===== config.mk =====
export PLATFORM = sky130hd
export DESIGN_NAME = fifo_wr_serializer_flat
export DESIGN_NICKNAME = d
export VERILOG_FILES = /design/src/rtl/fifo_wr_serializer_if.sv /design/src/rtl/fifo_wr_serializer.sv /design/src/flat_wrapper.sv
export SDC_FILE = /design/constraint.sdc
export NUM_CORES = 1
export LEC_CHECK = 0
export BUFFER_PORTS_ARGS = -buffer_cell sky130_fd_sc_hd__buf_4
export CAP_MARGIN = 20
export CORE_MARGIN = 2
export CORE_UTILIZATION = 45
export CTS_CLUSTER_SIZE = 40
export DETAILED_ROUTE_END_ITERATION = 16
export GPL_TIMING_DRIVEN = 0
export PLACE_DENSITY = 0.7
export RECOVER_POWER = 100
export SLEW_MARGIN = 25
export SYNTH_ARGS = -nofsm -noshare
export SYNTH_HDL_FRONTEND = slang
export SYNTH_SLANG_ARGS = --single-unit

===== constraint.sdc =====
create_clock -name clk_write -period 3.6 [get_ports clk_write]
set_clock_uncertainty 0.15 [all_clocks]
set_input_delay 0.36 -clock clk_write [delete_from_list [all_inputs] [get_ports clk_write]]
set_output_delay 0.36 -clock clk_write [all_outputs]
set_load 0.01 [all_outputs]

===== src/rtl/fifo_wr_serializer_if.sv =====
// Purpose: bundles the word stream, the byte-FIFO write port and the status outputs of fifo_wr_serializer.
// Latency: none (wiring only).
// Backpressure: s_ready from slave to master; fifo_full from the FIFO to the slave.
// Ports: s_valid/s_ready/s_data/s_keep/s_last = input word stream;
//        fifo_full/fifo_wr_en/fifo_wr_data = byte FIFO write side;
//        busy/pkt_done/byte_count = status.
interface fifo_wr_serializer_if #(
  parameter int IN_BYTES = 4
);
  logic                  s_valid;
  logic                  s_ready;
  logic [8*IN_BYTES-1:0] s_data;
  logic [IN_BYTES-1:0]   s_keep;
  logic                  s_last;
  logic                  fifo_full;
  logic                  fifo_wr_en;
  logic [7:0]            fifo_wr_data;
  logic                  busy;
  logic                  pkt_done;
  logic [15:0]           byte_count;

  // slave = the serializer itself
  modport slave (
    input  s_valid, s_data, s_keep, s_last, fifo_full,
    output s_ready, fifo_wr_en, fifo_wr_data, busy, pkt_done, byte_count
  );

  // master = word source plus FIFO model
  modport master (
    output s_valid, s_data, s_keep, s_last, fifo_full,
    input  s_ready, fifo_wr_en, fifo_wr_data, busy, pkt_done, byte_count
  );
endinterface


===== src/rtl/fifo_wr_serializer.sv =====
// Purpose: splits IN_BYTES-wide words into kept bytes and writes them to a byte-wide FIFO (clk_write domain).
// Latency: first byte is written in the cycle after the word transfer; one IDLE cycle between words.
// Backpressure: s_ready only in IDLE; byte writes stall (lane and data held) while fifo_full is high.
// Ports: clk_write, rst (async, active-high), bus (fifo_wr_serializer_if.slave).
// Option: define FIFO_WR_SERIALIZER_CHECKSUM_EN to append a mod-256 byte sum after each packet.
module fifo_wr_serializer #(
  parameter int IN_BYTES  = 4,
  parameter bit MSB_FIRST = 1'b1
) (
  input  logic                clk_write,
  input  logic                rst,
  fifo_wr_serializer_if.slave bus
);

  localparam int LW = (IN_BYTES > 1) ? $clog2(IN_BYTES) : 1;

`ifdef FIFO_WR_SERIALIZER_CHECKSUM_EN
  typedef enum logic [1:0] {IDLE = 2'd0, SEND = 2'd1, CSUM = 2'd2} state_t;
`else
  typedef enum logic {IDLE = 1'b0, SEND = 1'b1} state_t;
`endif

  state_t                   state_q, state_d;
  logic [IN_BYTES-1:0][7:0] data_q, data_d;
  logic [IN_BYTES-1:0]      keep_q, keep_d;   // lanes not yet written
  logic                     last_q, last_d;
  logic [LW-1:0]            lane_q, lane_d;
  logic [15:0]              cnt_q, cnt_d;
  logic                     empty_done_q, empty_done_d;
  logic [IN_BYTES-1:0]      keep_left;
  logic                     wr_en;
  logic                     final_byte;
`ifdef FIFO_WR_SERIALIZER_CHECKSUM_EN
  logic [7:0]               acc_q, acc_d;
`endif

  // First set lane of m in emit order: highest lane when MSB_FIRST, else lowest.
  function automatic logic [LW-1:0] first_lane(input logic [IN_BYTES-1:0] m);
    logic [LW-1:0] r;
    r = '0;
    if (MSB_FIRST) begin
      for (int i = 0; i < IN_BYTES; i++) if (m[i]) r = LW'(i);
    end else begin
      for (int i = IN_BYTES - 1; i >= 0; i--) if (m[i]) r = LW'(i);
    end
    return r;
  endfunction

  // Every non-IDLE state is a write state, so the strobe follows the state
  // register and drops asynchronously with rst.
  assign wr_en          = (state_q != IDLE) & ~bus.fifo_full;
  assign bus.fifo_wr_en = wr_en;
  assign bus.s_ready    = (state_q == IDLE);
  assign bus.busy       = (state_q != IDLE);
  assign bus.byte_count = cnt_q;
  // Written-byte completions are combinational; an empty last word has no
  // write, so its completion comes from a one-cycle flag instead.
  assign bus.pkt_done   = final_byte | empty_done_q;

  always_comb begin
`ifdef FIFO_WR_SERIALIZER_CHECKSUM_EN
    bus.fifo_wr_data = (state_q == CSUM) ? acc_q : data_q[lane_q];
`else
    bus.fifo_wr_data = data_q[lane_q];
`endif
  end

  always_comb begin
    state_d      = state_q;
    data_d       = data_q;
    keep_d       = keep_q;
    last_d       = last_q;
    lane_d       = lane_q;
    empty_done_d = 1'b0;
    final_byte   = 1'b0;
    cnt_d        = cnt_q + 16'(wr_en);
    keep_left    = keep_q & ~(IN_BYTES'(1) << lane_q);
`ifdef FIFO_WR_SERIALIZER_CHECKSUM_EN
    acc_d        = acc_q;
`endif
    case (state_q)
      IDLE: begin
        if (bus.s_valid) begin
          data_d = bus.s_data;
          keep_d = bus.s_keep;
          last_d = bus.s_last;
          lane_d = first_lane(bus.s_keep);
          if (bus.s_keep != '0) begin
            state_d = SEND;
          end else if (bus.s_last) begin
`ifdef FIFO_WR_SERIALIZER_CHECKSUM_EN
            state_d = CSUM;
`else
            empty_done_d = 1'b1;
`endif
          end
        end
      end
      SEND: begin
        if (wr_en) begin
`ifdef FIFO_WR_SERIALIZER_CHECKSUM_EN
          acc_d = acc_q + data_q[lane_q];
`endif
          keep_d = keep_left;
          lane_d = first_lane(keep_left);
          if (keep_left == '0) begin
            if (last_q) begin
`ifdef FIFO_WR_SERIALIZER_CHECKSUM_EN
              state_d = CSUM;
`else
              final_byte = 1'b1;
              state_d    = IDLE;
`endif
            end else begin
              state_d = IDLE;
            end
          end
        end
      end
`ifdef FIFO_WR_SERIALIZER_CHECKSUM_EN
      CSUM: begin
        if (wr_en) begin
          final_byte = 1'b1;
          acc_d      = 8'h00;
          state_d    = IDLE;
        end
      end
`endif
      default: state_d = IDLE;
    endcase
  end

  always_ff @(posedge clk_write or posedge rst) begin
    if (rst) begin
      state_q      <= IDLE;
      data_q       <= '0;
      keep_q       <= '0;
      last_q       <= 1'b0;
      lane_q       <= '0;
      cnt_q        <= 16'h0000;
      empty_done_q <= 1'b0;
`ifdef FIFO_WR_SERIALIZER_CHECKSUM_EN
      acc_q        <= 8'h00;
`endif
    end else begin
      state_q      <= state_d;
      data_q       <= data_d;
      keep_q       <= keep_d;
      last_q       <= last_d;
      lane_q       <= lane_d;
      cnt_q        <= cnt_d;
      empty_done_q <= empty_done_d;
`ifdef FIFO_WR_SERIALIZER_CHECKSUM_EN
      acc_q        <= acc_d;
`endif
    end
  end

endmodule


===== src/flat_wrapper.sv =====
// flat-port wrapper written by rule: the top's interface ports become plain ports
module fifo_wr_serializer_flat 
#(
  parameter int IN_BYTES  = 4,
  parameter bit MSB_FIRST = 1'b1
)
  (clk_write, rst, bus_s_valid, bus_s_data, bus_s_keep, bus_s_last, bus_fifo_full, bus_s_ready, bus_fifo_wr_en, bus_fifo_wr_data, bus_busy, bus_pkt_done, bus_byte_count);
  fifo_wr_serializer_if #(.IN_BYTES(IN_BYTES)) bus_i ();
  input  logic clk_write;
  input  logic rst;
  input wire logic [$bits(bus_i.s_valid)-1:0] bus_s_valid;
  input wire logic [$bits(bus_i.s_data)-1:0] bus_s_data;
  input wire logic [$bits(bus_i.s_keep)-1:0] bus_s_keep;
  input wire logic [$bits(bus_i.s_last)-1:0] bus_s_last;
  input wire logic [$bits(bus_i.fifo_full)-1:0] bus_fifo_full;
  output wire logic [$bits(bus_i.s_ready)-1:0] bus_s_ready;
  output wire logic [$bits(bus_i.fifo_wr_en)-1:0] bus_fifo_wr_en;
  output wire logic [$bits(bus_i.fifo_wr_data)-1:0] bus_fifo_wr_data;
  output wire logic [$bits(bus_i.busy)-1:0] bus_busy;
  output wire logic [$bits(bus_i.pkt_done)-1:0] bus_pkt_done;
  output wire logic [$bits(bus_i.byte_count)-1:0] bus_byte_count;
  assign bus_i.s_valid = bus_s_valid;
  assign bus_i.s_data = bus_s_data;
  assign bus_i.s_keep = bus_s_keep;
  assign bus_i.s_last = bus_s_last;
  assign bus_i.fifo_full = bus_fifo_full;
  assign bus_s_ready = bus_i.s_ready;
  assign bus_fifo_wr_en = bus_i.fifo_wr_en;
  assign bus_fifo_wr_data = bus_i.fifo_wr_data;
  assign bus_busy = bus_i.busy;
  assign bus_pkt_done = bus_i.pkt_done;
  assign bus_byte_count = bus_i.byte_count;
  fifo_wr_serializer #(.IN_BYTES(IN_BYTES), .MSB_FIRST(MSB_FIRST)) u_core (.clk_write(clk_write), .rst(rst), .bus(bus_i));
endmodule

==> flow_summary.toml, run 1 <==
[floorplanning]
start_util = 0.469
pin_count = 69
num_rows = 27
fp.dieArea_um2 = 6400
fp.dieH_um = 80.0
fp.coreArea_um2 = 5540
fp.dieW_um = 80.0

[power_and_ir_drop]
clkPwrFrac = 0.247
p_int_mw = 1.69
p_comb_frac = 0.348
power.share.sequential = 0.405
vdd_drop_max_v = 0.000399
p_sw_mw = 0.912
swShare = 0.350
total_leakage_power_nw = 1.66
power_density_nw_per_um2 = 790

[clock_network]
root_buffer = "clkbuf_8"
htreeDepth = 3
cts.sinks = 57
cts_tree = "built"
clk-insertion-delay-late_ns = 0.33
cts_inserted_buffers = 9
path_clk_slew_ns = 0.06
postCtsSetupRepairBufs = 0
max-clock-path-buffers = 2

[logic_synthesis]
synth_ff_type = "dfrtp_1"
synth-seq-cells = 57
synth_nets = 302
syn_area_per_cell_um2 = 10.0
ys_types = 39
netlist_area_um2 = 2600
synth_edf_count = 0
yosysWarnings = 0
synthCells = 259
ys_seq_area_frac = 0.549
async_reset_ff_frac = 1.00

[placement]
dp_hpwl_um = 4250
post-place-ws_ns = 1.57
dp_cells = 400
gp_congestion = 0.915
numPortBuffers = 68

[final_layout]
multi_input_area_um2 = 1070
layout_commonest_cell = "nand2_1"
final_cell_mix = "106 x nand2_1, 57 x dfrtp_1, 40 x buf_4, 38 x clkbuf_1, 10 x clkbuf_8"
drive_gt1_frac = 0.215
finalNetCount = 383
fill_cells = 531
area_growth_pct = 26.9
final_cells = 416
regArea_um2 = 1430
diodes = 0

[hold_path]
hold_path.class = "in -> reg"

[grt]
grt_pass1_vias = 2049
grt_use_total = 0.204
grt_max_degree = 50
grt_pass1_wl_um = 9710
antenna_found_initial = 0
grt.overflow.total = 0

[critical_path]
crit_path_start = "u_core.bus.busy$_DFF_PP0_"
cp-start-kind = "register"
r2r_slack_ns = 0.90
critPathCaptureType = "register"
worstSetupEndpoint = "u_core.bus.byte_count[15]$_DFF_PP0_"
r2r_end = "u_core.bus.byte_count[15]$_DFF_PP0_"
crit_arrival_ns = 2.80
cp_data_required_time_ns = 3.71
r2r_cells = 9
setup.worst_path.class = "reg -> reg"
path_max_fanout = 10
reg2reg_from = "u_core.bus.busy$_DFF_PP0_"

[detailed_routing]
viasPerCell = 5.01
routed_wl_um = 5980
route.detailed.drc = 0
drtAntennaViolNets = 0
drt-initial-drc-count = 129
first_pass_iters = 5
vias = 2085
avgRoutedWirePerCell_um = 14.4

[timing]
rsz0062_at_grt = "false"
period_minus_slack_ns = 2.70
max_slew.worst_pin.slew_ns = 1.21
fin_tns_setup_ns = 0
hold_viol = 0
slew-limit-headroom = 0.193
holdWs_ns = 0.0632
finalSetupViolCount = 0
fin_crit_sh = 0.749
max_freq_ghz = 0.371
fin_ws_ns = 0.904
drv_slew = 0

[run]
cap_violations = 0

[run_status]
status = "finished, final reports clean"
logic make-up (layout without fill, tap and decap cells):
family	count (synthesis)	in the layout	synth area share
multiplexers	8	8	0.0693
AO/OA/AOI/OAI	20	20	0.0520
adder cells (fa/ha/maj)	2	2	0.00963
XOR/XNOR	14	14	0.0472
AND/OR/NAND/NOR	140	140	0.237
flip-flops	57	57	0.549
buffers and inverters	18	103	0.0356
flip-flops by register name, summed over array words and instances (netlist names):
signal                 count
u_core.data_q             32
u_core.bus.byte_count     16
u_core.keep_q              4
u_core.lane_q              2
u_core.bus.busy            1
u_core.empty_done_q        1
u_core.last_q              1
how the worst min path moves through the flow:
| stage | startpoint | to | cells past startpoint |
|---|---|---|---|
| floorplan | u_core.data_q[16]$_DFFE_PP0P_ | u_core.data_q[16]$_DFFE_PP0P_ | 2 |
| global placement | u_core.data_q[10]$_DFFE_PP0P_ | u_core.data_q[10]$_DFFE_PP0P_ | 2 |
| detailed placement | rst | u_core.bus.byte_count[3]$_DFF_PP0_ | 2 |
| CTS | bus_s_data[29] | u_core.data_q[29]$_DFFE_PP0P_ | 3 |
| global route | bus_s_data[6] | u_core.data_q[6]$_DFFE_PP0P_ | 3 |
| finish | bus_s_data[29] | u_core.data_q[29]$_DFFE_PP0P_ | 3 |
Yosys cell counts (2+ instances only):
cell type,number,area share
xor2_1,5,0.017
o21ai_0,6,0.012
nand2_1,106,0.15
buf_2,5,0.0096
a21oi_1,4,0.0077
dfrtp_1,57,0.55
nand3_1,6,0.012
clkbuf_1,4,0.0058
and3_1,3,0.0072
mux4_2,8,0.069
xnor2_1,9,0.030
inv_1,5,0.0072
buf_4,3,0.0087
nor2_1,7,0.010
nand2b_1,2,0.0048
ha_1,2,0.0096
nor3_1,5,0.0096
layer usage:
| layer | wire length [um] | GRT usage | share of wire |
|---|---|---|---|
| met5 | 0 | 0 | 0 |
| met4 | 70 | 0.0814 | 0.012 |
| met3 | 335 | 0.0690 | 0.056 |
| met2 | 3030 | 0.315 | 0.51 |
| met1 | 2540 | 0.265 | 0.42 |
power groups by stage:
stage | Clock, mW | Combinational, mW | Sequential, mW
CTS | 0.654 | 1.04 | 1.06
global route | 0.683 | 1.01 | 1.09
floorplan | 0 | 0.644 | 1.03
finish | 0.642 | 0.907 | 1.05
detailed placement | 0 | 1.03 | 1.06
global placement | 0 | 0.998 | 1.05
repair_timing:
action                                 in CTS  in global routing
hold buffers                                1                  0
gates resized for setup                     0                  0
endpoints found under the hold margin       8                  0
through the flow:
step / util / cell area [um2] / power (mW)
final: 0.595 / 3300 / 2.60
after global routing: 0.595 / 3300 / 2.78
after CTS: 0.623 / 3450 / 2.75
after detailed placement: 0.583 / 3230 / 2.09
after global placement: 0.577 / 3200 / 2.05
after floorplan: - / 2600 / 1.68
worst max-delay path, cell delays in order (launching register included):
cell and delay, ns:
dfrtp_1 0.38, clkbuf_1 0.34, inv_1 0.17, nor2_1 0.38, ha_1 0.26, and3_1 0.16, clkbuf_1 0.27, nand4_4 0.16
nor3_2 0.19, xor2_1 0.15
cell type report:
| type | count | share of cell area |
|---|---|---|
| inverter | 5 | 0.00607 |
| buffer | 13 | 0.0175 |
| tap | 72 | 0.0273 |
| timing repair buffer | 70 | 0.128 |
| sequential | 57 | 0.433 |
| multi-input combinational | 184 | 0.325 |
| clock buffer | 12 | 0.0440 |
| clock inverter | 3 | 0.0197 |
(Power assumes the default switching activity.)
==> inputs of run 2 (changes only) <==
--- a/config.mk
+++ b/config.mk
@@ -5,6 +5,7 @@
 export SDC_FILE = /design/constraint.sdc
 export NUM_CORES = 1
 export LEC_CHECK = 0
+export ABC_AREA = 1
 export BUFFER_PORTS_ARGS = -buffer_cell sky130_fd_sc_hd__buf_4
 export CAP_MARGIN = 20
 export CORE_MARGIN = 2
==> constraint.sdc (replaced) <==
create_clock -name clk_write -period 2.6 [get_ports clk_write]
set_clock_uncertainty 0.15 [all_clocks]
set_input_delay 0.26 -clock clk_write [delete_from_list [all_inputs] [get_ports clk_write]]
set_output_delay 0.26 -clock clk_write [all_outputs]
set_load 0.01 [all_outputs]
==> flow_summary.toml, run 2 <==
[grt]
grt.overflow.total = 0
grt_pass1_wl_um = 10600
grt_pass1_vias = 2333
antenna_found_initial = 0
grt_max_degree = 34
grt_use_total = 0.214

[clock_network]
root_buffer = "clkbuf_8"
htreeDepth = 3
cts.sinks = 57
clk-insertion-delay-late_ns = 0.32
path_clk_slew_ns = 0.07
max-clock-path-buffers = 2
cts_tree = "built"
cts_inserted_buffers = 9
cts-resized-gates = 0

[timing]
fin_ws_ns = 0.483
finalSetupViolCount = 0
drv_slew = 0
holdWs_ns = -0.00585
fin_crit_sh = 0.814
fin_tns_setup_ns = 0
slew-limit-headroom = 0.233
rsz0062_at_grt = "false"
max_freq_ghz = 0.472
hold_viol = 1
period_minus_slack_ns = 2.12
max_slew.worst_pin.slew_ns = 1.14

[hold_path]
hold_path.class = "in -> reg"
hp-start = "bus_s_data[9]"
whs_path_depth = 3
hold_end = "u_core.data_q[9]$_DFFE_PP0P_"

[critical_path]
worstPathCellList = "buf_2 -> clkinvlp_2 -> nor2_1 -> nand4_1 -> nand2_1 -> clkbuf_1"
setup.worst_path.class = "reg -> out"
cp_data_required_time_ns = 2.19
path_max_fanout = 8
crit_arrival_ns = 1.71
r2r_end = "u_core.data_q[11]$_DFFE_PP0P_"
critPathCaptureType = "output port"
slowest_stage = "dfrtp_1"
r2r_cells = 6
reg2reg_from = "u_core.bus.busy$_DFF_PP0_"
r2r_slack_ns = 0.55
cp-start-kind = "register"
cpPeakStageDelay_ns = 0.34

[logic_synthesis]
ys_types = 27
synth_commonest_cells = "154 x nand2_1, 57 x dfrtp_1, 24 x inv_1, 14 x nand3_1, 14 x nor2_1"
synth-seq-cells = 57
synth_edf_count = 0
async_reset_ff_frac = 1.00
synth_nets = 367
synth.most_common_cell = "nand2_1"
synthTopCellsByArea = "dfrtp_1 53%, nand2_1 22%, inv_1 3.4%, xor2_1 2.9%, nand3_1 2.6%"
synth_top_cell_by_area = "dfrtp_1"
ys_seq_area_frac = 0.533
synth_ff_type = "dfrtp_1"
synthCells = 324
syn_area_per_cell_um2 = 8.26
synth_top_area_share = 0.533
yosysWarnings = 0
netlist_area_um2 = 2680

[power_and_ir_drop]
clkPwrFrac = 0.253
total_leakage_power_nw = 1.93
p_int_mw = 2.31
swShare = 0.376
p_sw_mw = 1.39
power_density_nw_per_um2 = 1010
power.share.sequential = 0.397
vdd_drop_max_v = 0.000547
p_comb_frac = 0.350

[detailed_routing]
vias = 2460
first_pass_iters = 4
route.detailed.drc = 0
drt-initial-drc-count = 123
viasPerCell = 4.78
drtAntennaViolNets = 0
avgRoutedWirePerCell_um = 12.5
routed_wl_um = 6430

[run]
cap_violations = 0

[final_layout]
diodes = 0
regMostFlops = "u_core.data_q"
fill_cells = 534
largest_reg_flops = 32
multi_input_area_um2 = 1060
drive_gt1_frac = 0.152
regArea_um2 = 1430
finalNetCount = 478
final_cell_mix = "157 x nand2_1, 57 x dfrtp_1, 40 x buf_4, 34 x clkbuf_1, 31 x dlygate4sd3_1"
area_growth_pct = 37.5
layout_commonest_cell = "nand2_1"

[run_status]
violations = "hold timing"
status = "finished with violations"

[placement]
numPortBuffers = 68
post-place-ws_ns = 0.477
gp_congestion = 0.833
dp_hpwl_um = 4420

[floorplanning]
fp.dieW_um = 81.1
fp.dieArea_um2 = 6580
start_util = 0.458
fp.coreArea_um2 = 5850
fp.dieH_um = 81.1
pin_count = 69
num_rows = 28
## run 2: kinds of logic after synthesis
| family | Yosys count | share of synthesized area |
|---|---|---|
| compound gates | 19 | 0.0425 |
| xor+xnor | 9 | 0.0294 |
| fa+ha+maj | 2 | 0.00934 |
| buf+inv | 34 | 0.0556 |
| flops | 57 | 0.533 |
| simple gates | 203 | 0.330 |
## run 2: layout make-up
| type | instances | area share |
|---|---|---|
| Buffer | 7 | 0.00849 |
| Inverter | 27 | 0.0289 |
| Timing Repair Buffer | 100 | 0.200 |
| Clock buffer | 12 | 0.0421 |
| Clock inverter | 4 | 0.0204 |
| Multi-Input combinational cell | 233 | 0.287 |
| Sequential cell | 57 | 0.387 |
| Tap cell | 75 | 0.0255 |
## run 2: critical path, delay by kind of cell, from the launching register on
kind | cells | cell delay [ns]
buffers and inverters | 3 | 0.62
and+or+nand+nor | 3 | 0.43
DFF | 1 | 0.34
## run 2: worst max-delay path by stage
stage,start,endpoint,slack (ns),cells past startpoint
after floorplan,u_core.bus.busy$_DFF_PP0_,u_core.bus.byte_count[8]$_DFF_PP0_,0.56,9
after global placement,rst,u_core.data_q[19]$_DFFE_PP0P_,0.05,2
after detailed placement,u_core.bus.busy$_DFF_PP0_,u_core.bus.byte_count[8]$_DFF_PP0_,0.48,9
after CTS,u_core.bus.busy$_DFF_PP0_,u_core.bus.byte_count[8]$_DFF_PP0_,0.47,9
after global routing,u_core.bus.busy$_DFF_PP0_,bus_pkt_done,0.33,6
final,u_core.bus.busy$_DFF_PP0_,bus_pkt_done,0.48,6
## run 2: power by group through the flow
stage	clock network, mW	logic [mW]	registers [mW]
after floorplan	0	0.885	1.46
after global placement	0	1.42	1.47
after detailed placement	0	1.46	1.48
after CTS	0.951	1.50	1.47
after global routing	1.00	1.49	1.51
final	0.937	1.30	1.47
## run 2: layer usage
layer,GRT usage,share of wire,vias to the layer above
met1,0.280,0.44,1160
met4,0.0712,0.015,0
li1,-,-,1235
met5,0,0,-
met2,0.347,0.50,54
met3,0.0556,0.042,11
## run 2: per-stage QoR
stage | instance area [um2] | power [mW] | instances | util
after floorplan | 2680 | 2.34 | 324 | -
after global placement | 3280 | 2.89 | 467 | 0.561
after detailed placement | 3300 | 2.93 | 468 | 0.565
after CTS | 3840 | 3.92 | 515 | 0.657
after global routing | 3680 | 4.00 | 515 | 0.629
final | 3680 | 3.70 | 515 | 0.629
## run 2: timing repair
| item | CTS | global route |
|---|---|---|
| endpoints found under the hold margin | 54 | 0 |
| setup buffers | 0 | 0 |
| hold buffers | 31 | 0 |
==> inputs of run 3 (changes only) <==
--- a/config.mk
+++ b/config.mk
@@ -5,7 +5,7 @@
 export SDC_FILE = /design/constraint.sdc
 export NUM_CORES = 1
 export LEC_CHECK = 0
-export ABC_AREA = 1
+export ABC_AREA = 0
 export BUFFER_PORTS_ARGS = -buffer_cell sky130_fd_sc_hd__buf_4
 export CAP_MARGIN = 20
 export CORE_MARGIN = 2
@@ -13,7 +13,7 @@
 export CTS_CLUSTER_SIZE = 40
 export DETAILED_ROUTE_END_ITERATION = 16
 export GPL_TIMING_DRIVEN = 0
-export PLACE_DENSITY = 0.7
+export PLACE_DENSITY = 0.73
 export RECOVER_POWER = 100
 export SLEW_MARGIN = 25
 export SYNTH_ARGS = -nofsm -noshare
==> constraint.sdc (replaced) <==
create_clock -name clk_write -period 1.8 [get_ports clk_write]
set_clock_uncertainty 0.15 [all_clocks]
set_input_delay 0.18 -clock clk_write [delete_from_list [all_inputs] [get_ports clk_write]]
set_output_delay 0.18 -clock clk_write [all_outputs]
set_load 0.01 [all_outputs]
==> flow_summary.toml, run 3 (same netlist as run 1, synthesis figures left out) <==
[critical_path]
worstSetupEndpoint = "bus_pkt_done"
critPathCaptureType = "output port"
r2r_cells = 8
r2r_slack_ns = -0.12
reg2reg_from = "u_core.bus.busy$_DFF_PP0_"
r2r_end = "u_core.bus.byte_count[8]$_DFF_PP0_"
cp-start-kind = "register"
crit_path_start = "u_core.lane_q[0]$_DFFE_PP0P_"
cp_data_required_time_ns = 1.47
crit_arrival_ns = 1.67
path_max_fanout = 5
setup.worst_path.class = "reg -> out"

[final_layout]
layout_commonest_cell = "nand2_1"
area_growth_pct = 51.0
regMostFlops = "u_core.data_q"
fill_cells = 416
finalNetCount = 431
drive_gt1_frac = 0.270
final_cell_mix = "106 x nand2_1, 56 x dfrtp_1, 51 x buf_4, 38 x dlygate4sd3_1, 25 x clkbuf_1"
largest_reg_flops = 32
final_util = 0.708
diodes = 0

[timing]
max_freq_ghz = 0.500
fin_tns_setup_ns = -1.69
hold_viol = 0
period_minus_slack_ns = 2.00
fin_crit_sh = 1.11
finalSetupViolCount = 18
max_slew.worst_pin.slew_ns = 0.908
drv_slew = 0
fin_ws_ns = -0.202
rsz0062_at_grt = "true"
slew-limit-headroom = 0.391

[floorplanning]
fp.coreArea_um2 = 5540
start_util = 0.469
num_rows = 27
fp.dieH_um = 80.0
fp.dieW_um = 80.0
fp.dieArea_um2 = 6400
pin_count = 69

[clock_network]
cts_tree = "built"
htreeDepth = 3
path_clk_slew_ns = 0.06
clk-insertion-delay-late_ns = 0.34
cts.sinks = 57
root_buffer = "clkbuf_8"
max-clock-path-buffers = 2
cts_inserted_buffers = 9

[grt]
antenna_found_initial = 0
grt_pass1_vias = 2330
grt_pass1_wl_um = 10800
grt.overflow.total = 0
grt_max_degree = 38
grt_use_total = 0.226

[detailed_routing]
route.detailed.drc = 0
drtAntennaViolNets = 0
viasPerCell = 5.01
routed_wl_um = 6650
vias = 2331
drt-initial-drc-count = 121
first_pass_iters = 4
avgRoutedWirePerCell_um = 14.3

[run_status]
status = "finished with violations"
violations = "setup timing"

[placement]
numPortBuffers = 68
gp_congestion = 0.871
dp_hpwl_um = 4190

[hold_path]
hold_path.class = "in -> reg"

[power_and_ir_drop]
total_power_mw = 5.91
vdd_drop_max_v = 0.000869
total_leakage_power_nw = 1.95
power_density_nw_per_um2 = 1510

[run]
cap_violations = 0
-- run 3: changes by cell type in the layout (fill, tap and decap cells not counted), moves of 6 or more --
| cell | previous run | this run |
|---|---|---|
| clkbuf_1 | 34 | 25 |
| buf_4 | 40 | 51 |
| a22oi_1 | 6 | 0 |
| buf_6 | 0 | 10 |
| nor2_1 | 15 | 6 |
| xnor2_1 | 0 | 9 |
| dlygate4sd3_1 | 31 | 38 |
| mux4_2 | 0 | 8 |
| nand2_1 | 157 | 106 |
| nand4_1 | 7 | 1 |
| nand3_1 | 15 | 6 |
| inv_1 | 23 | 3 |
-- run 3: layout make-up --
type	instances	area, um2	share of cell area
flip-flops and latches	57	1430	0.364
multi-input cells	184	1110	0.284
repair buffers	119	951	0.242
clock buffers	12	165	0.0421
well taps	72	90.1	0.0230
plain buffers	12	76.3	0.0195
clock inverters	4	73.8	0.0188
inverters	5	25.0	0.00638
-- run 3: layer usage --
metal / up-vias / wire [um] / global-route usage
met2: 77 / 3260 / 0.355
met1: 1118 / 2890 / 0.290
met4: 0 / 168 / 0.120
met5: - / 0 / 0
met3: 17 / 338 / 0.0509
li1: 1119 / - / -
-- run 3: how the worst min path moves through the flow --
| stage | start | endpoint | depth (start not counted) |
|---|---|---|---|
| floorplan | bus_s_data[0] | u_core.data_q[0]$_DFFE_PP0P_ | 2 |
| global placement | bus_s_data[27] | u_core.data_q[27]$_DFFE_PP0P_ | 3 |
| detailed placement | rst | u_core.bus.byte_count[12]$_DFF_PP0_ | 2 |
| CTS | bus_s_valid | u_core.bus.busy$_DFF_PP0_ | 3 |
| global route | bus_s_valid | u_core.keep_q[1]$_DFFE_PP0P_ | 2 |
| finish | bus_s_valid | u_core.keep_q[1]$_DFFE_PP0P_ | 2 |
-- run 3: where the power goes --
part	leakage (nW)	switching [mW]	internal, mW
Combinational	1.11	1.10	1.27
Sequential	0.715	0.350	1.77
Clock	0.123	0.521	0.893
Total	1.95	1.97	3.94
-- run 3: repair_timing --
action                                 in CTS  in global routing
setup buffers                               7                  5
hold buffers                               38                  0
gates cloned                                0                  0
endpoints found under the hold margin      94                  0
pin swaps                                   3                  6
resized for setup                          17                  6
setup endpoints to repair                  14                 14
-- run 3: critical path, cell delays in order (launching register included) --
cell and delay (ns):
dfrtp_1 0.37, buf_6 0.13, a21boi_2 0.16, nor3_2 0.05, o311a_1 0.32, a21o_1 0.19
buf_6 0.12
-- run 3: per-stage QoR --
stage / hold WS (ns) / std cells / cell area [um2] / setup slack (ns)
after CTS: 0.000125 / 461 / 3990 / -0.210
after detailed placement: 0.00531 / 400 / 3250 / -0.0968
final: 0.0169 / 465 / 3920 / -0.202
after global routing: 0.0163 / 465 / 3920 / -0.267
after floorplan: 0.135 / 259 / 2630 / -0.0179
after global placement: 0.220 / 399 / 3230 / -0.651
